**src/rtl/alu_arbiter.sv**
```systemverilog
// Two-client round-robin front end for the serial ALU: serializes a granted
// request onto sin and decodes the DATA/CTL/ERR response frames from sout.
module alu_arbiter #(
  parameter int TIMEOUT = 255
) (
  input  logic        clk,
  input  logic        rst_n,
  input  logic        req0_valid,
  output logic        req0_ready,
  input  logic [31:0] req0_a,
  input  logic [31:0] req0_b,
  input  logic [2:0]  req0_op,
  input  logic        req1_valid,
  output logic        req1_ready,
  input  logic [31:0] req1_a,
  input  logic [31:0] req1_b,
  input  logic [2:0]  req1_op,
  output logic        rsp0_valid,
  output logic        rsp1_valid,
  output logic [31:0] rsp_c,
  output logic [3:0]  rsp_flags,
  output logic [2:0]  rsp_err,
  output logic        rsp_timeout,
  output logic        sin,
  input  logic        sout
);

  localparam int TW = $clog2(TIMEOUT + 1);
  localparam int CW = (TW > 7) ? TW : 7;
  localparam logic [CW-1:0] TO_CNT    = CW'(TIMEOUT);
  localparam logic [CW-1:0] SEND_LAST = CW'(99);
  localparam logic [CW-1:0] STOP_POS  = CW'(9);

  typedef enum logic [2:0] {S_IDLE, S_SEND, S_WAIT, S_RECV, S_DONE} state_t;

  function automatic logic [3:0] crc4(input logic [67:0] bits);
    logic [3:0] c;
    logic       fb;
    c = '0;
    for (int unsigned i = 0; i < 68; i++) begin
      fb = c[3] ^ bits[67 - i];
      c  = {c[2:0], 1'b0} ^ {2'b00, fb, fb};
    end
    return c;
  endfunction

  // Whole request stream (8 DATA + 1 CTL frame) built at grant time, MSB sent first.
  function automatic logic [98:0] build_frames(input logic [31:0] a, input logic [31:0] b,
                                               input logic [2:0] op);
    logic [63:0] d;
    logic [98:0] f;
    d = {b, a};
    f = '1;
    for (int unsigned i = 0; i < 8; i++)
      f[98 - 11*i -: 11] = {2'b00, d[63 - 8*i -: 8], 1'b1};
    f[10:0] = {2'b01, 1'b0, op, crc4({b, a, 1'b1, op}), 1'b1};
    return f;
  endfunction

  state_t        state_q;
  logic          ptr_q, owner_q;
  logic          rdy0_q, rdy1_q, rspv0_q, rspv1_q;
  logic [31:0]   rsp_c_q, acc_q;
  logic [3:0]    rsp_flags_q;
  logic [2:0]    rsp_err_q, ndata_q;
  logic          rsp_to_q, sin_q, in_frame_q;
  logic [98:0]   tx_q;
  logic [8:0]    rx_q;
  logic [CW-1:0] cnt_q;

  logic          gnt_any, gnt_sel, is_ctl;
  logic [31:0]   sel_a, sel_b, fin_c;
  logic [2:0]    sel_op, fin_err;
  logic [3:0]    fin_flags;
  logic [98:0]   frames_d;

  always_comb begin
    gnt_any   = req0_valid | req1_valid;
    gnt_sel   = (req0_valid & req1_valid) ? ptr_q : req1_valid;
    sel_a     = gnt_sel ? req1_a : req0_a;
    sel_b     = gnt_sel ? req1_b : req0_b;
    sel_op    = gnt_sel ? req1_op : req0_op;
    frames_d  = build_frames(sel_a, sel_b, sel_op);
    // A terminating DATA frame can only be the fifth one: protocol error.
    is_ctl    = rx_q[8] & ~rx_q[7];
    fin_c     = is_ctl ? acc_q : '0;
    fin_flags = is_ctl ? rx_q[6:3] : '0;
    fin_err   = !rx_q[8] ? 3'b111 : (rx_q[7] ? rx_q[6:4] : 3'b000);
  end

  always_ff @(posedge clk or negedge rst_n) begin
    if (!rst_n) begin
      state_q     <= S_IDLE;
      ptr_q       <= 1'b0;
      owner_q     <= 1'b0;
      rdy0_q      <= 1'b0;
      rdy1_q      <= 1'b0;
      rspv0_q     <= 1'b0;
      rspv1_q     <= 1'b0;
      rsp_c_q     <= '0;
      rsp_flags_q <= '0;
      rsp_err_q   <= '0;
      rsp_to_q    <= 1'b0;
      sin_q       <= 1'b1;
      in_frame_q  <= 1'b0;
      acc_q       <= '0;
      ndata_q     <= '0;
      tx_q        <= '1;
      rx_q        <= '0;
      cnt_q       <= '0;
    end else begin
      rdy0_q  <= 1'b0;
      rdy1_q  <= 1'b0;
      rspv0_q <= 1'b0;
      rspv1_q <= 1'b0;
      case (state_q)
        // DONE arbitrates like IDLE so a waiting client is granted right after it.
        S_IDLE, S_DONE: begin
          sin_q <= 1'b1;
          if (gnt_any) begin
            state_q <= S_SEND;
            owner_q <= gnt_sel;
            ptr_q   <= ~gnt_sel;
            rdy0_q  <= ~gnt_sel;
            rdy1_q  <= gnt_sel;
            tx_q    <= frames_d;
            cnt_q   <= '0;
            acc_q   <= '0;
            ndata_q <= '0;
          end else begin
            state_q <= S_IDLE;
          end
        end
        S_SEND: begin
          sin_q <= tx_q[98];
          tx_q  <= {tx_q[97:0], 1'b1};
          if (cnt_q == SEND_LAST) begin
            state_q <= S_WAIT;
            cnt_q   <= '0;
          end else begin
            cnt_q <= cnt_q + 1'b1;
          end
        end
        S_WAIT: begin
          if (!sout) begin
            state_q    <= S_RECV;
            cnt_q      <= '0;
            in_frame_q <= 1'b1;
          end else if (cnt_q == TO_CNT) begin
            state_q     <= S_DONE;
            rspv0_q     <= ~owner_q;
            rspv1_q     <= owner_q;
            rsp_c_q     <= '0;
            rsp_flags_q <= '0;
            rsp_err_q   <= '0;
            rsp_to_q    <= 1'b1;
          end else begin
            cnt_q <= cnt_q + 1'b1;
          end
        end
        S_RECV: begin
          if (!in_frame_q) begin
            if (!sout) begin
              in_frame_q <= 1'b1;
              cnt_q      <= '0;
            end
          end else if (cnt_q != STOP_POS) begin
            rx_q  <= {rx_q[7:0], sout};
            cnt_q <= cnt_q + 1'b1;
          end else begin
            in_frame_q <= 1'b0;
            if (!rx_q[8] && ndata_q != 3'd4) begin
              acc_q   <= {acc_q[23:0], rx_q[7:0]};
              ndata_q <= ndata_q + 1'b1;
            end else begin
              state_q     <= S_DONE;
              rspv0_q     <= ~owner_q;
              rspv1_q     <= owner_q;
              rsp_c_q     <= fin_c;
              rsp_flags_q <= fin_flags;
              rsp_err_q   <= fin_err;
              rsp_to_q    <= 1'b0;
            end
          end
        end
        default: state_q <= S_IDLE;
      endcase
    end
  end

  assign req0_ready  = rdy0_q;
  assign req1_ready  = rdy1_q;
  assign rsp0_valid  = rspv0_q;
  assign rsp1_valid  = rspv1_q;
  assign rsp_c       = rsp_c_q;
  assign rsp_flags   = rsp_flags_q;
  assign rsp_err     = rsp_err_q;
  assign rsp_timeout = rsp_to_q;
  assign sin         = sin_q;

endmodule

```
**config.mk**
```make
export PLATFORM = sky130hd
export DESIGN_NAME = alu_arbiter
export DESIGN_NICKNAME = d
export VERILOG_FILES = /design/src/rtl/alu_arbiter.sv
export SDC_FILE = /design/constraint.sdc
export NUM_CORES = 1
export LEC_CHECK = 0
export CORE_MARGIN = 2
export CORE_UTILIZATION = 28
export DETAILED_ROUTE_END_ITERATION = 10
export PLACE_DENSITY = 0.45
export RECOVER_POWER = 25
export SETUP_SLACK_MARGIN = 0.3
export SYNTH_ARGS = -nofsm -noshare
export SYNTH_HDL_FRONTEND = slang
export SYNTH_SLANG_ARGS = --single-unit
```
**constraint.sdc**
```tcl
create_clock -name clk -period 2.67 [get_ports clk]
set_clock_uncertainty 0.05 [all_clocks]
set_input_delay 0.4005 -clock clk [delete_from_list [all_inputs] [get_ports clk]]
set_output_delay 0.4005 -clock clk [all_outputs]
set_load 0.02 [all_outputs]
```
==> Yosys cells after proc, flatten, opt, wreduce, memory -nomap -nowiden <==
Cells that the tools add are included.
{ "op_classes": {"add_sub_neg": 2, "muxes": 82, "n_bitwise": 139, "n_reduce_logical": 16, "n_eq_ne": 21} }
{ "op_table": {"columns": ["cell", "count"], "rows": [
  ["2-to-1 mux 32 bit", 12],
  ["XOR 4 x 2 -> 4 bit", 66],
  ["case mux 99 bit (2 select lines)", 1],
  ["case mux 32 bit (2 select lines)", 2],
  ["2-to-1 mux 99 bit", 1],
  ["XOR 1 bit", 64],
  ["2-to-1 mux 8 bit", 7],
  ["2-to-1 mux 3 bit", 18],
  ["case mux 8 bit (4 select lines)", 1],
  ["2-to-1 mux 1 bit", 25],
  ["2-to-1 mux 4 bit", 6],
  ["!= test 2 bit (second input constant)", 9],
  ["!= test 3 bit (second input constant)", 5],
  ["AND reduction 5 bit", 3],
  ["case mux 3 bit (2 select lines)", 2],
  ["case mux 3 bit (4 select lines)", 1],
  ["case mux 1 bit (2 select lines)", 5],
  ["adder 8 x 1 -> 8 bit (second input constant)", 1],
  ["== test 8 x 7 -> 1 bit (second input constant)", 1],
  ["== test 8 bit (second input constant)", 1],
  ["!= test 8 x 4 -> 1 bit (second input constant)", 1],
  ["case mux 4 bit (2 select lines)", 1],
  ["== test 3 x 2 -> 1 bit (second input constant)", 2],
  ["AND reduction 2 bit", 3],
  ["16 further kinds", 22]
]} }
{ "word_totals": {"ff_bits": 202, "word_cells": 278} }

==> Depth between registers and ports, before layout <==
Gate-level depths: netlist (run 1).
{ "logic_depth": {"word_depth": 137, "mapped_depth": 13, "ltp_nobuf": 11} }

==> Least setup slack after synthesis (run 1) <==
OpenSTA, ideal clock, no wires.
{ "synth_timing": {"path_kind": "input port to flip-flop", "start": "in req0_b[31]", "end": "reg tx_q[2]", "setup_slack_ns": -0.367, "t_arrival_ns": 2.914, "n_path_buf": 0, "setup_time_ns": 0.073, "required_ns": 2.547, "cell_stages": 9, "cell_sequence": "xnor3_2 xor2_4 xnor3_1 mux2_2 xnor3_2 xnor3_1 xnor3_1 xnor3_1 a21oi_1"} }
{ "synth_via": {"elab_chain_len": 92} }
{ "synth_lines": {"columns": ["element", "line_no", "rtl"], "rows": [
  ["start: declaration", "11", "input logic [31:0] req0_b,"],
  ["2-to-1 mux 32 bit *", "81", "sel_b = gnt_sel ? req1_b : req0_b;"],
  ["XOR 3 x 2 -> 3 bit *", "42", "c = {c[2:0], 1'b0} ^ {2'b00, fb, fb};"],
  ["XOR 4 x 2 -> 4 bit *", "42", null],
  ["XOR 1 bit / XOR 4 x 2 -> 4 bit (equally long branches)", "41, 42", null],
  ["XOR 4 x 2 -> 4 bit * (3 in a row)", "42", null],
  ["XOR 1 bit / XOR 4 x 2 -> 4 bit (equally long branches)", "41, 42", null],
  ["XOR 4 x 2 -> 4 bit * (3 in a row)", "42", null],
  ["XOR 1 bit / XOR 4 x 2 -> 4 bit (equally long branches)", "41, 42", null],
  ["(+67 left out)", null, null],
  ["XOR 1 bit / XOR 4 x 2 -> 4 bit (equally long branches)", "41, 42", null],
  ["XOR 4 x 2 -> 4 bit * (3 in a row)", "42", null],
  ["XOR 1 bit / XOR 4 x 2 -> 4 bit (equally long branches)", "41, 42", null],
  ["XOR 4 x 2 -> 4 bit * (3 in a row)", "42", null],
  ["XOR 1 bit / XOR 4 x 2 -> 4 bit (equally long branches)", "41, 42", null],
  ["XOR 4 x 2 -> 4 bit * (2 in a row)", "42", null],
  ["2-to-1 mux 99 bit *", "120", "if (gnt_any) begin"],
  ["case mux 99 bit (2 select lines) *", "116", "case (state_q)"],
  ["end signal: assignment", "126", "tx_q <= frames_d;"],
  ["end signal: assignment", "136", "tx_q <= {tx_q[97:0], 1'b1};"],
  ["end: declaration", "67", "logic [98:0] tx_q;"]
]} }
Every way passes the cells marked *; elsewhere a longest branch is shown, timed or not. The select of a mux whose other input is x is not followed.
A chain may end at the register's enable or synchronous reset.

==> Final worst setup path (run 1) <==
{ "layout_timing": {"start": "in req0_b[22]", "end": "reg tx_q[2]"} }
{ "layout_via": {"elab_chain_len": 82} }
{ "layout_lines": {"columns": ["element", "line_no", "rtl"], "rows": [
  ["2-to-1 mux 32 bit *", "81", null],
  ["XOR 1 bit *", "41", "fb = c[3] ^ bits[67 - i];"],
  ["XOR 4 x 2 -> 4 bit * (3 in a row)", "42", null],
  ["XOR 1 bit / XOR 4 x 2 -> 4 bit (equally long branches)", "41, 42", null],
  ["XOR 4 x 2 -> 4 bit * (3 in a row)", "42", null],
  ["XOR 1 bit / XOR 4 x 2 -> 4 bit (equally long branches)", "41, 42", null],
  ["XOR 4 x 2 -> 4 bit * (3 in a row)", "42", null],
  ["XOR 1 bit / XOR 4 x 2 -> 4 bit (equally long branches)", "41, 42", null],
  ["(+55 left out)", null, null],
  ["XOR 1 bit / XOR 4 x 2 -> 4 bit (equally long branches)", "41, 42", null],
  ["XOR 4 x 2 -> 4 bit * (3 in a row)", "42", null],
  ["XOR 1 bit / XOR 4 x 2 -> 4 bit (equally long branches)", "41, 42", null],
  ["XOR 4 x 2 -> 4 bit * (3 in a row)", "42", null],
  ["XOR 1 bit / XOR 4 x 2 -> 4 bit (equally long branches)", "41, 42", null],
  ["XOR 4 x 2 -> 4 bit * (2 in a row)", "42", null],
  ["2-to-1 mux 99 bit *", "120", null],
  ["case mux 99 bit (2 select lines) *", "116", null]
]} }
Marks and branches as above.

==> impl_results.html, run 1 <==
<table>
<tr><th>Metric</th><th>Value</th></tr>
<tr><th colspan="2">Floorplan</th></tr>
<tr><td>DIE AREA</td><td>41100 um2</td></tr>
<tr><td>Horizontal die dimension</td><td>203 um</td></tr>
<tr><td>Die Ht</td><td>203 um</td></tr>
<tr><td>Initial cell density of the core</td><td>28.5%</td></tr>
<tr><td>Area of the core region</td><td>38800 um2</td></tr>
<tr><td>Cell Rows</td><td>72</td></tr>
<tr><td>Num ports</td><td>184</td></tr>
<tr><th colspan="2">Drt</th></tr>
<tr><td>1st-iter DRT viols</td><td>386</td></tr>
<tr><td>Mean number of vias per cell</td><td>4.66</td></tr>
<tr><td>First-pass iteration count of the detailed router</td><td>4</td></tr>
<tr><td>DR DRC count</td><td>0</td></tr>
<tr><td>DRT Wirelength</td><td>34.1 mm</td></tr>
<tr><td>Total number of vias</td><td>8875</td></tr>
<tr><td>Count of nets left with antenna violations after detail routing</td><td>0</td></tr>
<tr><td>WL per Instance</td><td>17.9 um</td></tr>
<tr><th colspan="2">Finish</th></tr>
<tr><td>Filler-free cell count of the finished design</td><td>1903</td></tr>
<tr><td>Commonest cells after routing, fill and taps aside</td><td>154 x sky130_fd_sc_hd__buf_4, 153 x sky130_fd_sc_hd__clkdlybuf4s50_1, 132 x sky130_fd_sc_hd__nand2_1</td></tr>
<tr><td>Commonest non-fill, non-tap cell in the layout</td><td>sky130_fd_sc_hd__buf_4</td></tr>
<tr><td>Number of fill cells</td><td>3753</td></tr>
<tr><td>P&amp;R area growth vs syn</td><td>50.2%</td></tr>
<tr><td>Antenna cell count</td><td>0</td></tr>
<tr><td>Fraction of final layout cells with drive strength greater than 1</td><td>32.5%</td></tr>
<tr><td>Number of nets at the end of the flow</td><td>1510</td></tr>
<tr><th colspan="2">CTS</th></tr>
<tr><td>Sinks on Clock Net</td><td>201</td></tr>
<tr><td>Skew-Pair Late Insertion Delay</td><td>540 ps</td></tr>
<tr><td>Cell chosen for the clock root</td><td>sky130_fd_sc_hd__clkbuf_16</td></tr>
<tr><td>Max Buffers Root-to-Sink</td><td>3</td></tr>
<tr><td>Level count of the clock H-tree</td><td>1</td></tr>
<tr><td>Number of buffers created by CTS</td><td>25</td></tr>
<tr><td>TritonCTS clock tree</td><td>done</td></tr>
<tr><td>Clock-pin slew of the registers on the worst-case setup and hold paths</td><td>50 ps</td></tr>
<tr><th colspan="2">Critical path</th></tr>
<tr><td>Cell Chain, Critical Path</td><td>clkdlybuf4s50_1 &gt; xnor3_1 &gt; xnor3_1 &gt; mux2i_4 &gt; xnor2_2 &gt; xnor3_1 &gt; xnor3_1 &gt; xnor3_1 &gt; xnor3_1 &gt; a21oi_2</td></tr>
<tr><td>WP data arrival</td><td>3330 ps</td></tr>
<tr><td>Worst setup path class</td><td>in -&gt; reg</td></tr>
<tr><td>Stage delay of the slowest cell on the critical path</td><td>530 ps</td></tr>
<tr><td>CP startpoint</td><td>req0_b[22]</td></tr>
<tr><td>Cell at the slowest stage of the critical path</td><td>sky130_fd_sc_hd__clkdlybuf4s50_1</td></tr>
<tr><td>Cell repeated most along the worst path</td><td>sky130_fd_sc_hd__xnor3_1</td></tr>
<tr><td>Buffers &amp; Inverters on Critical Path</td><td>1</td></tr>
<tr><td>CP max FO</td><td>2</td></tr>
<tr><td>Worst endpoint required time</td><td>3080 ps</td></tr>
<tr><td>Endpoint kind of the worst setup timing path</td><td>flop</td></tr>
<tr><td>Gate family responsible for the most delay along the worst path</td><td>XOR/XNOR gates</td></tr>
<tr><td>Startpoint type of the worst setup path</td><td>input pin</td></tr>
<tr><td>Worst reg2reg startpoint</td><td>ptr_q</td></tr>
<tr><th colspan="2">Placement</th></tr>
<tr><td>Number of cells in the design after placement</td><td>1810</td></tr>
<tr><td>Port buffer count</td><td>183</td></tr>
<tr><td>Detail Placement HPWL</td><td>24.0 mm</td></tr>
<tr><td>Placer Congestion</td><td>0.757</td></tr>
<tr><td>Worst setup slack after placement</td><td>-970 ps</td></tr>
<tr><th colspan="2">Global route</th></tr>
<tr><td>Antenna violations before repair</td><td>1</td></tr>
<tr><td>Largest net degree at the start of global routing</td><td>74</td></tr>
<tr><td>Wire length of the first global-routing pass</td><td>52.8 mm</td></tr>
<tr><td>Total routing usage reported by global routing</td><td>16.2%</td></tr>
<tr><td>Overflow left after global routing</td><td>0</td></tr>
<tr><td>Vias in the first global route</td><td>9145</td></tr>
<tr><th colspan="2">Synth</th></tr>
<tr><td>Share of synthesized area occupied by flip-flops and latches</td><td>46.6%</td></tr>
<tr><td>Synthesized Nets</td><td>1170</td></tr>
<tr><td>Mapped Area</td><td>11100 um2</td></tr>
<tr><td>Synthesized flop and latch total</td><td>201</td></tr>
<tr><td>Synth warn</td><td>0</td></tr>
<tr><td>Number of enable-type register cells in the synthesized netlist</td><td>0</td></tr>
<tr><td>Most used DFF post-synth</td><td>sky130_fd_sc_hd__dfrtp_1</td></tr>
<tr><td>Average instance area after synthesis</td><td>10.8 um2</td></tr>
<tr><td>Async set or reset register ratio after synthesis</td><td>100%</td></tr>
<tr><td>Instance count of the mapped netlist</td><td>1027</td></tr>
<tr><td>Number of different library cells in the post-synthesis netlist</td><td>43</td></tr>
<tr><th colspan="2">Timing</th></tr>
<tr><td>Total Neg Setup Slack</td><td>-736 ps</td></tr>
<tr><td>RSZ-0062 raised after global routing</td><td>true</td></tr>
<tr><td>Fin. max-slew vios</td><td>38</td></tr>
<tr><td>Minimum period implied by the final worst setup slack</td><td>2920 ps</td></tr>
<tr><td>Measured slew at the worst slew-check pin</td><td>2300 ps</td></tr>
<tr><td>Number of setup violations in the final report</td><td>4</td></tr>
<tr><td>Number of failing hold endpoints at the final stage</td><td>0</td></tr>
<tr><td>Timing-limited maximum frequency</td><td>343 MHz</td></tr>
<tr><td>Setup slack of the critical path after layout</td><td>-250 ps</td></tr>
<tr><td>Final worst path period share</td><td>109%</td></tr>
<tr><td>Headroom to the max-slew limit</td><td>-53.4%</td></tr>
<tr><th colspan="2">Hold path</th></tr>
<tr><td>Class of the worst hold path</td><td>in -&gt; reg</td></tr>
<tr><td>Start point of the worst min-delay path</td><td>req1_b[21]</td></tr>
<tr><th colspan="2">Pwr</th></tr>
<tr><td>Power density of the placed cells</td><td>1020 nW/um2</td></tr>
<tr><td>Total leakage power</td><td>7.33 nW</td></tr>
<tr><td>VDD IR-drop max</td><td>0.764 mV</td></tr>
<tr><td>Total design power</td><td>16.9 mW</td></tr>
<tr><th colspan="2">Run</th></tr>
<tr><td>Max cap viols</td><td>1</td></tr>
<tr><th colspan="2">Status</th></tr>
<tr><td>Violations in the final reports</td><td>capacitance limit, slew limit, setup timing</td></tr>
<tr><td>Outcome</td><td>finished, violations left</td></tr>
</table>
-- state kept, by name, summed over array words and instances, names as in the netlist --
name / count
acc_q: 32
cnt_q: 8
in_frame_q: 1
ndata_q: 3
owner_q: 1
ptr_q: 1
req0_ready: 1
req1_ready: 1
rsp0_valid: 1
rsp1_valid: 1
rsp_c: 32
rsp_err: 3
rsp_flags: 4
rsp_timeout: 1
rx_q: 9
sin: 1
state_q: 3
tx_q: 98
-- synthesized netlist by cell type (all sizes together) (2+ instances only) --
master,n,area [um2]
nand3,38,190
o22a,9,78.8
inv,6,22.5
mux2,10,113
a21o,6,45.0
nor2,22,82.6
nand2,159,597
a211oi,3,22.5
o21ai,125,626
nor2b,5,31.3
nand2b,4,25.0
dfstp,99,2600
xor2,28,283
xnor3,36,815
mux2i,81,811
o31ai,6,45.0
a22oi,70,526
a21oi,7,35.0
and2,2,12.5
ha,4,50.1
buf,13,65.1
a31oi,3,18.8
or2,2,12.5
o41ai,2,17.5
o21a,2,15.0
nor3b,2,15.0
xnor2,101,922
clkbuf,50,188
dfrtp,102,2550
a22o,20,175
and3,4,25.0
-- kinds of logic after synthesis --
logic type / Yosys count / share of synthesized area, %
DFF: 201 / 46.6
AOI/OAI and AO/OA: 256 / 14.7
adders and majority gates: 4 / 0.453
buffers and inverters: 69 / 2.49
muxes: 91 / 8.35
and+or+nand+nor: 241 / 9.12
xor gates and xnor gates: 165 / 18.3
-- tightest hold or removal path, stage by stage --
cell and delay [ps]:
sky130_fd_sc_hd__dlymetal6s2s_1 160, sky130_fd_sc_hd__mux2i_1 180, sky130_fd_sc_hd__o21ai_0 110
-- per-stage QoR --
step / instance area, um2 / hold WS [ps] / util (%)
3_3_place_gp: 14600 / 308 / 37.6
2_1_floorplan: 11100 / 54.9 / -
5_1_grt: 16600 / 328 / 42.8
6_report: 16600 / 282 / 42.8
3_5_place_dp: 14600 / 301 / 37.6
4_1_cts: 16000 / 292 / 41.3
-- timing repair --
item / 4_1_cts / 5_1_grt
pin swaps: 29 / 48
setup endpoints to repair: 42 / 90
resized for setup: 68 / 125
hold endpoints to repair: 32 / 0
gates cloned: 4 / 7
hold buffers: 1 / 0
setup buffers: 27 / 9
-- area by class of cell --
cell class | count | area (um2) | share of cell area, %
clock buffer | 33 | 706 | 4.25
sequential | 201 | 5150 | 31.0
inverter | 6 | 22.5 | 0.136
timing repair buffer | 376 | 3700 | 22.3
clock inverter | 12 | 180 | 1.08
multi-input combinational | 757 | 6200 | 37.3
tap | 518 | 648 | 3.90
-- final timing paths --
| path | endpoint | slack, ps | depth (start not counted) |
|---|---|---|---|
| worst max register to register | tx_q[2] | -250 | 11 |
| worst min register to register | acc_q[29] | 410 | 2 |
| min in group asynchronous | rsp_err[0] | 1040 | 2 |
| worst max-delay path | tx_q[2] | -250 | 10 |
| max in group asynchronous | tx_q[93] | 120 | 3 |
| worst min-delay path | tx_q[83] | 280 | 3 |
-- layer usage --
metal / up-vias / global-route usage [%] / wire [um]
met4: 2 / 3.00 / 623
met3: 43 / 2.47 / 1470
met2: 227 / 26.7 / 16100
met1: 4291 / 22.7 / 15900
li1: 4312 / - / -
met5: - / 0 / 13
-- power by group --
part / internal (mW) / total, mW / switching [mW]
clock network: 2.25 / 3.60 / 1.35
registers: 4.53 / 5.18 / 0.648
logic: 4.25 / 8.09 / 3.84
Note: power is estimated with default switching activity, not from simulation.
==> run 2: changes to the inputs <==
--- a/config.mk
+++ b/config.mk
@@ -7,10 +7,13 @@
 export LEC_CHECK = 0
 export CORE_MARGIN = 2
 export CORE_UTILIZATION = 28
+export CTS_BUF_LIST = sky130_fd_sc_hd__clkbuf_4 sky130_fd_sc_hd__clkbuf_8
 export DETAILED_ROUTE_END_ITERATION = 10
+export GPL_ROUTABILITY_DRIVEN = 0
 export PLACE_DENSITY = 0.45
 export RECOVER_POWER = 25
 export SETUP_SLACK_MARGIN = 0.3
 export SYNTH_ARGS = -nofsm -noshare
 export SYNTH_HDL_FRONTEND = slang
 export SYNTH_SLANG_ARGS = --single-unit
+export TNS_END_PERCENT = 10
==> impl_results.html, run 2 (synthesis results as in run 1) <==
<table>
<tr><th>Metric</th><th>Value</th></tr>
<tr><th colspan="2">Timing</th></tr>
<tr><td>Headroom to the max-slew limit</td><td>-25.5% (+28 points)</td></tr>
<tr><td>RSZ-0062 raised after global routing</td><td>true</td></tr>
<tr><td>Timing-limited maximum frequency</td><td>351 MHz (+2.6%)</td></tr>
<tr><td>Setup slack of the critical path after layout</td><td>-177 ps (+73.0 ps)</td></tr>
<tr><td>Minimum period implied by the final worst setup slack</td><td>2850 ps (-73.0 ps)</td></tr>
<tr><td>Number of failing hold endpoints at the final stage</td><td>0 (unchanged)</td></tr>
<tr><td>Fin. max-slew vios</td><td>38 (unchanged)</td></tr>
<tr><td>Measured slew at the worst slew-check pin</td><td>1880 ps (-418 ps)</td></tr>
<tr><td>Final worst path period share</td><td>107% (-2.7 points)</td></tr>
<tr><td>Number of setup violations in the final report</td><td>4 (unchanged)</td></tr>
<tr><th colspan="2">Placement</th></tr>
<tr><td>Number of cells in the design after placement</td><td>1810 (unchanged)</td></tr>
<tr><td>Standard cell area after detailed placement</td><td>14600 um2 (unchanged)</td></tr>
<tr><td>Port buffer count</td><td>183 (unchanged)</td></tr>
<tr><td>Detail Placement HPWL</td><td>24.0 mm (unchanged)</td></tr>
<tr><td>Worst setup slack after placement</td><td>-970 ps (unchanged)</td></tr>
<tr><th colspan="2">Critical path</th></tr>
<tr><td>Worst reg2reg startpoint</td><td>ptr_q</td></tr>
<tr><td>Startpoint type of the worst setup path</td><td>input pin</td></tr>
<tr><td>Worst setup path class</td><td>in -&gt; reg</td></tr>
<tr><td>CP max FO</td><td>3 (+1)</td></tr>
<tr><td>Stage delay of the slowest cell on the critical path</td><td>450 ps (-80 ps)</td></tr>
<tr><td>WP data arrival</td><td>3240 ps (-90 ps)</td></tr>
<tr><td>Endpoint kind of the worst setup timing path</td><td>flop</td></tr>
<tr><td>Cell at the slowest stage of the critical path</td><td>sky130_fd_sc_hd__xnor3_1</td></tr>
<tr><td>CP startpoint</td><td>req1_b[29]</td></tr>
<tr><td>Cell Chain, Critical Path</td><td>dlygate4sd2_1 &gt; buf_6 &gt; xnor3_2 &gt; xnor3_1 &gt; mux2i_4 &gt; xnor2_4 &gt; xnor2_2 &gt; xor2_2 &gt; xnor3_1 &gt; buf_4 &gt; buf_4 &gt; nor2_2 &gt; o21ai_1</td></tr>
<tr><td>Worst endpoint required time</td><td>3060 ps (-20 ps)</td></tr>
<tr><th colspan="2">Finish</th></tr>
<tr><td>Flip-flop count of the largest register, all copies and words added</td><td>98 (unchanged)</td></tr>
<tr><td>Commonest cells after routing, fill and taps aside</td><td>165 x sky130_fd_sc_hd__buf_4, 140 x sky130_fd_sc_hd__clkdlybuf4s50_1, 121 x sky130_fd_sc_hd__nand2_1</td></tr>
<tr><td>Register bank with the most flops</td><td>tx_q</td></tr>
<tr><td>Number of fill cells</td><td>3788 (+0.93%)</td></tr>
<tr><td>Filler-free cell count of the finished design</td><td>1932 (+1.5%)</td></tr>
<tr><td>Commonest non-fill, non-tap cell in the layout</td><td>sky130_fd_sc_hd__buf_4</td></tr>
<tr><td>Non-Filler Cell Area, Final</td><td>16400 um2 (-1.2%)</td></tr>
<tr><td>Number of nets at the end of the flow</td><td>1530 (+1.3%)</td></tr>
<tr><td>Fraction of final layout cells with drive strength greater than 1</td><td>34.7% (+2.2 points)</td></tr>
<tr><td>P&amp;R area growth vs syn</td><td>48.3%</td></tr>
<tr><td>Antenna cell count</td><td>0 (unchanged)</td></tr>
<tr><th colspan="2">CTS</th></tr>
<tr><td>Cell chosen for the clock root</td><td>sky130_fd_sc_hd__clkbuf_8</td></tr>
<tr><td>Sinks on Clock Net</td><td>201 (unchanged)</td></tr>
<tr><td>Max Buffers Root-to-Sink</td><td>3 (unchanged)</td></tr>
<tr><td>Number of buffers created by CTS</td><td>38 (+52%)</td></tr>
<tr><td>Level count of the clock H-tree</td><td>2 (+1)</td></tr>
<tr><td>Skew-Pair Late Insertion Delay</td><td>530 ps (about the same)</td></tr>
<tr><td>TritonCTS clock tree</td><td>done</td></tr>
<tr><td>Clock-pin slew of the registers on the worst-case setup and hold paths</td><td>50 ps (about the same)</td></tr>
<tr><th colspan="2">Floorplan</th></tr>
<tr><td>DIE AREA</td><td>41100 um2 (unchanged)</td></tr>
<tr><td>Horizontal die dimension</td><td>203 um (unchanged)</td></tr>
<tr><td>Cell Rows</td><td>72 (unchanged)</td></tr>
<tr><td>Initial cell density of the core</td><td>28.5% (unchanged)</td></tr>
<tr><td>Die Ht</td><td>203 um (unchanged)</td></tr>
<tr><td>Num ports</td><td>184 (unchanged)</td></tr>
<tr><td>Area of the core region</td><td>38800 um2 (unchanged)</td></tr>
<tr><th colspan="2">Pwr</th></tr>
<tr><td>VDD IR-drop max</td><td>0.876 mV (+15%)</td></tr>
<tr><td>Total design power</td><td>16.7 mW (-0.75%)</td></tr>
<tr><td>Total leakage power</td><td>7.30 nW (-0.34%)</td></tr>
<tr><td>Power density of the placed cells</td><td>1020 nW/um2 (+0.50%)</td></tr>
<tr><th colspan="2">Drt</th></tr>
<tr><td>Total number of vias</td><td>8968 (+1.0%)</td></tr>
<tr><td>Mean number of vias per cell</td><td>4.64 (-0.47%)</td></tr>
<tr><td>DR DRC count</td><td>0 (unchanged)</td></tr>
<tr><td>Count of nets left with antenna violations after detail routing</td><td>0 (unchanged)</td></tr>
<tr><td>First-pass iteration count of the detailed router</td><td>4 (unchanged)</td></tr>
<tr><td>DRT Wirelength</td><td>34.0 mm (-0.39%)</td></tr>
<tr><td>1st-iter DRT viols</td><td>387 (+0.26%)</td></tr>
<tr><td>WL per Instance</td><td>17.6 um (-1.9%)</td></tr>
<tr><th colspan="2">Global route</th></tr>
<tr><td>Vias in the first global route</td><td>9303 (+1.7%)</td></tr>
<tr><td>Wire length of the first global-routing pass</td><td>52.4 mm (-0.80%)</td></tr>
<tr><td>Largest net degree at the start of global routing</td><td>74 (unchanged)</td></tr>
<tr><td>Antenna violations before repair</td><td>1 (unchanged)</td></tr>
<tr><td>Total routing usage reported by global routing</td><td>16.1% (-0.11 points)</td></tr>
<tr><td>Overflow left after global routing</td><td>0 (unchanged)</td></tr>
<tr><th colspan="2">Status</th></tr>
<tr><td>Violations in the final reports</td><td>capacitance limit, slew limit, setup timing</td></tr>
<tr><td>Outcome</td><td>finished, violations left</td></tr>
<tr><th colspan="2">Hold path</th></tr>
<tr><td>Start point of the worst min-delay path</td><td>req1_b[24]</td></tr>
<tr><td>Class of the worst hold path</td><td>in -&gt; reg</td></tr>
<tr><th colspan="2">Run</th></tr>
<tr><td>Max cap viols</td><td>1 (unchanged)</td></tr>
</table>
run 2: cell types whose count changed in the layout (fill, tap and decap cells not counted), sizes merged, moves of 2 or more:
cell,before,now
clkbuf,39,67
dlygate4sd2,23,32
buf,187,198
bufinv,4,1
clkdlybuf4s50,153,140
clkdlybuf4s15,0,2
clkinv,5,0
run 2: report_power, final:
part | switching (mW) | internal [mW] | leakage, nW | total (mW)
logic | 3.91 | 4.48 | 4.45 | 8.39
clock network | 1.28 | 1.87 | 0.429 | 3.16
registers | 0.653 | 4.53 | 2.42 | 5.18
total | 5.85 | 10.9 | 7.30 | 16.7
run 2: stage by stage:
stage / util (%) / hold WS, ps / setup TNS (ps)
after floorplan: - / 54.9 / -78.1
after global placement: 37.6 / 308 / -3250
after detailed placement: 37.6 / 301 / -3310
after CTS: 41.3 / 226 / -614
after global routing: 42.2 / 224 / -1280
final: 42.2 / 239 / -576
run 2: path summary, 6_finish.rpt:
kind	to	slack [ps]	depth (start not counted)
min reg2reg	acc_q[29]	410	2
max in group asynchronous	tx_q[94]	340	3
max	tx_q[1]	-180	13
min	tx_q[89]	240	3
min in group asynchronous	rsp_err[2]	980	2
max reg2reg	tx_q[2]	-160	10
run 2: area by class of cell:
| class | instances | area, um2 | area share [%] |
|---|---|---|---|
| multi-input cells | 758 | 6200 | 37.8 |
| flip-flops and latches | 201 | 5150 | 31.4 |
| repair buffers | 382 | 3570 | 21.8 |
| clock buffers | 64 | 756 | 4.61 |
| well taps | 518 | 648 | 3.95 |
| clock inverters | 3 | 48.8 | 0.298 |
| inverters | 6 | 22.5 | 0.137 |
run 2: worst max-delay path, delay by kind of cell:
family | cells | cell delay, ps
simple gates | 1 | 70
buf+inv | 4 | 670
compound gates | 1 | 60
mux | 1 | 240
xor+xnor | 6 | 1810
run 2: routing by layer:
layer / track usage [%] / vias up / share of wire [%] / wire, um
li1: - / 4363 / - / -
met5: 0 / - / 0.038 / 13
met4: 3.86 / 2 / 1.8 / 625
met3: 3.02 / 42 / 4.3 / 1470
met1: 22.4 / 4330 / 47 / 16000
met2: 25.9 / 231 / 47 / 15800
run 2: timing repair:
action	4_1_cts	5_1_grt
endpoints found under the hold margin	32	0
pin swaps	77	23
setup buffers	38	10
gates cloned	0	6
gates resized for setup	180	42
hold buffers	1	0
setup endpoints to repair	42	91
==> run 3: changes to the inputs <==
--- a/config.mk
+++ b/config.mk
@@ -5,12 +5,14 @@
 export SDC_FILE = /design/constraint.sdc
 export NUM_CORES = 1
 export LEC_CHECK = 0
+export ABC_CLOCK_PERIOD_IN_PS = 3100
 export CORE_MARGIN = 2
 export CORE_UTILIZATION = 28
 export CTS_BUF_LIST = sky130_fd_sc_hd__clkbuf_4 sky130_fd_sc_hd__clkbuf_8
 export DETAILED_ROUTE_END_ITERATION = 10
+export DONT_BUFFER_PORTS = 1
 export GPL_ROUTABILITY_DRIVEN = 0
-export PLACE_DENSITY = 0.45
+export PLACE_DENSITY = 0.37
 export RECOVER_POWER = 25
 export SETUP_SLACK_MARGIN = 0.3
 export SYNTH_ARGS = -nofsm -noshare
==> constraint.sdc (replaced) <==
create_clock -name clk -period 3.1 [get_ports clk]
set_clock_uncertainty 0.05 [all_clocks]
set_input_delay 0.465 -clock clk [delete_from_list [all_inputs] [get_ports clk]]
set_output_delay 0.465 -clock clk [all_outputs]
set_load 0.02 [all_outputs]
==> impl_results.html, run 3 (synthesis results as in run 1) <==
<table>
<tr><th>Metric</th><th>Value</th></tr>
<tr><th colspan="2">Global route</th></tr>
<tr><td>Largest net degree at the start of global routing</td><td>202 (+170%)</td></tr>
<tr><td>Wire length of the first global-routing pass</td><td>50.8 mm (-3.0%)</td></tr>
<tr><td>Vias in the first global route</td><td>8461 (-9.1%)</td></tr>
<tr><td>Total routing usage reported by global routing</td><td>16.2% (+0.12 points)</td></tr>
<tr><td>Antenna violations before repair</td><td>0 (-1)</td></tr>
<tr><td>Overflow left after global routing</td><td>0 (unchanged)</td></tr>
<tr><th colspan="2">Floorplan</th></tr>
<tr><td>Die Ht</td><td>203 um (unchanged)</td></tr>
<tr><td>Num ports</td><td>184 (unchanged)</td></tr>
<tr><td>Cell Rows</td><td>72 (unchanged)</td></tr>
<tr><td>Initial cell density of the core</td><td>28.5% (unchanged)</td></tr>
<tr><td>Horizontal die dimension</td><td>203 um (unchanged)</td></tr>
<tr><td>Area of the core region</td><td>38800 um2 (unchanged)</td></tr>
<tr><td>DIE AREA</td><td>41100 um2 (unchanged)</td></tr>
<tr><th colspan="2">Critical path</th></tr>
<tr><td>Startpoint type of the worst setup path</td><td>flop</td></tr>
<tr><td>Worst endpoint required time</td><td>3560 ps (+500 ps)</td></tr>
<tr><td>WP data arrival</td><td>3240 ps (about the same)</td></tr>
<tr><td>Cell at the slowest stage of the critical path</td><td>sky130_fd_sc_hd__xnor3_1</td></tr>
<tr><td>CP max FO</td><td>5 (+2)</td></tr>
<tr><td>Stage delay of the slowest cell on the critical path</td><td>410 ps (-40 ps)</td></tr>
<tr><td>Endpoint kind of the worst setup timing path</td><td>flop</td></tr>
<tr><td>Gate family responsible for the most delay along the worst path</td><td>XOR/XNOR gates</td></tr>
<tr><td>Worst setup path class</td><td>reg -&gt; reg</td></tr>
<tr><td>Buffers &amp; Inverters on Critical Path</td><td>2 (-2)</td></tr>
<tr><td>Cell Chain, Critical Path</td><td>o21ai_4 &gt; buf_12 &gt; bufbuf_16 &gt; mux2i_2 &gt; xnor2_1 &gt; xnor2_2 &gt; xnor3_2 &gt; xnor2_2 &gt; xnor3_1 &gt; o21ai_1</td></tr>
<tr><td>Cell repeated most along the worst path</td><td>sky130_fd_sc_hd__xnor2_2</td></tr>
<tr><th colspan="2">CTS</th></tr>
<tr><td>TritonCTS clock tree</td><td>done</td></tr>
<tr><td>Number of buffers created by CTS</td><td>39 (+2.6%)</td></tr>
<tr><td>Max Buffers Root-to-Sink</td><td>3 (unchanged)</td></tr>
<tr><td>Skew-Pair Late Insertion Delay</td><td>590 ps (+60 ps)</td></tr>
<tr><td>Clock-pin slew of the registers on the worst-case setup and hold paths</td><td>60 ps (about the same)</td></tr>
<tr><td>Level count of the clock H-tree</td><td>2 (unchanged)</td></tr>
<tr><td>Sinks on Clock Net</td><td>201 (unchanged)</td></tr>
<tr><td>Cell chosen for the clock root</td><td>sky130_fd_sc_hd__clkbuf_8</td></tr>
<tr><td>Number of buffers inserted by hold repair at cts</td><td>13 (+12)</td></tr>
<tr><th colspan="2">Timing</th></tr>
<tr><td>Setup slack of the critical path after layout</td><td>313 ps (+489 ps)</td></tr>
<tr><td>Minimum period implied by the final worst setup slack</td><td>2790 ps</td></tr>
<tr><td>Number of setup violations in the final report</td><td>0 (-4)</td></tr>
<tr><td>Final worst path period share</td><td>89.9%</td></tr>
<tr><td>Measured slew at the worst slew-check pin</td><td>848 ps (-1030 ps)</td></tr>
<tr><td>Headroom to the max-slew limit</td><td>43.2% (+69 points)</td></tr>
<tr><td>RSZ-0062 raised after global routing</td><td>true</td></tr>
<tr><td>Number of failing hold endpoints at the final stage</td><td>127 (+127)</td></tr>
<tr><td>Final hold slack</td><td>-471 ps (-709 ps)</td></tr>
<tr><td>Timing-limited maximum frequency</td><td>359 MHz</td></tr>
<tr><td>Fin. max-slew vios</td><td>0 (-100%)</td></tr>
<tr><th colspan="2">Status</th></tr>
<tr><td>Violations in the final reports</td><td>hold timing</td></tr>
<tr><td>Outcome</td><td>finished, violations left</td></tr>
<tr><th colspan="2">Placement</th></tr>
<tr><td>Detail Placement HPWL</td><td>22.6 mm (-6.0%)</td></tr>
<tr><td>Number of cells in the design after placement</td><td>1533 (-15%)</td></tr>
<tr><td>Port buffer count</td><td>0 (-100%)</td></tr>
<tr><td>Worst setup slack after placement</td><td>-96.6 ps (+874 ps)</td></tr>
<tr><td>Standard cell area after detailed placement</td><td>12000 um2 (-18%)</td></tr>
<tr><th colspan="2">Finish</th></tr>
<tr><td>Antenna cell count</td><td>0 (unchanged)</td></tr>
<tr><td>Number of nets at the end of the flow</td><td>1232 (-19%)</td></tr>
<tr><td>Non-Filler Cell Area, Final</td><td>13300 um2 (-19%)</td></tr>
<tr><td>Sequential cell area</td><td>5150 um2 (about the same)</td></tr>
<tr><td>Filler-free cell count of the finished design</td><td>1635 (-15%)</td></tr>
<tr><td>Register bank with the most flops</td><td>tx_q</td></tr>
<tr><td>Fraction of final layout cells with drive strength greater than 1</td><td>25.4% (-9.2 points)</td></tr>
<tr><td>Area used by multi-input combinational logic</td><td>5810 um2 (-6.3%)</td></tr>
<tr><td>P&amp;R area growth vs syn</td><td>20.2%</td></tr>
<tr><td>Commonest cells after routing, fill and taps aside</td><td>158 x sky130_fd_sc_hd__nand2_1, 120 x sky130_fd_sc_hd__o21ai_0, 102 x sky130_fd_sc_hd__dfrtp_1</td></tr>
<tr><td>Commonest non-fill, non-tap cell in the layout</td><td>sky130_fd_sc_hd__nand2_1</td></tr>
<tr><td>Flip-flop count of the largest register, all copies and words added</td><td>98 (unchanged)</td></tr>
<tr><td>Number of fill cells</td><td>3979 (+5.0%)</td></tr>
<tr><th colspan="2">Drt</th></tr>
<tr><td>1st-iter DRT viols</td><td>269 (-30%)</td></tr>
<tr><td>Mean number of vias per cell</td><td>4.77 (+2.9%)</td></tr>
<tr><td>Count of nets left with antenna violations after detail routing</td><td>0 (unchanged)</td></tr>
<tr><td>WL per Instance</td><td>20.1 um (+15%)</td></tr>
<tr><td>DRT Wirelength</td><td>32.9 mm (-3.1%)</td></tr>
<tr><td>Total number of vias</td><td>7806 (-13%)</td></tr>
<tr><td>DR DRC count</td><td>0 (unchanged)</td></tr>
<tr><td>First-pass iteration count of the detailed router</td><td>4 (unchanged)</td></tr>
<tr><th colspan="2">Pwr</th></tr>
<tr><td>VDD IR-drop max</td><td>0.524 mV (-40%)</td></tr>
<tr><td>Power density of the placed cells</td><td>995 nW/um2 (-2.5%)</td></tr>
<tr><td>Total leakage power</td><td>5.84 nW (-20%)</td></tr>
<tr><th colspan="2">Hold path</th></tr>
<tr><td>Class of the worst hold path</td><td>in -&gt; async</td></tr>
<tr><th colspan="2">Run</th></tr>
<tr><td>Max cap viols</td><td>0 (-1)</td></tr>
</table>
[run 3: cell types whose count changed in the layout (fill, tap and decap cells not counted), moves of 32 or more]
cell and delta:
sky130_fd_sc_hd__o21ai_1 -37, sky130_fd_sc_hd__o21ai_0 +39, sky130_fd_sc_hd__nand2_2 -36, sky130_fd_sc_hd__clkdlybuf4s50_1 -140
sky130_fd_sc_hd__nand2_1 +37, sky130_fd_sc_hd__dlygate4sd2_1 -32, sky130_fd_sc_hd__buf_4 -106
[run 3: final cells by class]
cell class	count	area share (%)
multi-input combinational	757	43.7
clock inverter	8	0.537
sequential	201	38.8
clock buffer	61	5.56
inverter	6	0.169
timing repair buffer	84	6.39
tap	518	4.88
[run 3: what timing repair did]
action / in CTS / in global routing
buffers inserted: 16 / 1
setup endpoints to repair: 29 / 42
pin swaps: 5 / 1
resized for setup: 16 / 8
hold endpoints to repair: 213 / 201
gates cloned: 3 / 0
[run 3: routing by layer]
metal | share of wire, % | wire, um | global-route usage (%)
met1 | 44 | 14600 | 20.8
met2 | 47 | 15500 | 26.3
met3 | 6.2 | 2030 | 4.78
met4 | 2.3 | 761 | 5.01
met5 | 0 | 0 | 0
[run 3: power breakdown]
part	internal (mW)	leakage, nW	switching, mW
combinational	3.04	2.98	2.89
clock	1.60	0.436	1.21
sequential	3.90	2.42	0.589
[run 3: worst register-to-register path, cell delays in order, from the launching register on]
cell	delay (ps)
sky130_fd_sc_hd__dfrtp_1	400
sky130_fd_sc_hd__o21ai_4	150
sky130_fd_sc_hd__buf_12	140
sky130_fd_sc_hd__bufbuf_16	270
sky130_fd_sc_hd__mux2i_2	260
sky130_fd_sc_hd__xnor2_1	200
sky130_fd_sc_hd__xnor2_2	160
sky130_fd_sc_hd__xnor3_2	320
sky130_fd_sc_hd__xnor2_2	220
sky130_fd_sc_hd__xnor3_1	420
sky130_fd_sc_hd__o21ai_1	120
[run 3: metrics by stage]
step	total power, mW	utilization, %	setup TNS (ps)	hold slack, ps
final	13.2	34.2	0	-471
after global routing	14.2	34.2	0	-523
after CTS	13.4	34.1	0	-527
after detailed placement	10.2	30.8	-148	126
after global placement	10.1	30.8	-48.9	125
after floorplan	8.55	-	0	119
[run 3: worst paths after layout]
kind,from,end,slack (ps),cells past startpoint
worst min register to register,acc_q[31],acc_q[31],410,2
worst max register to register,ptr_q,tx_q[3],310,10
min in group clk,req1_b[14],tx_q[73],40,2
worst min-delay path,rst_n,rsp_err[0],-470,0
max in group asynchronous,rst_n,cnt_q[0],2910,0
worst max-delay path,ptr_q,tx_q[3],310,10
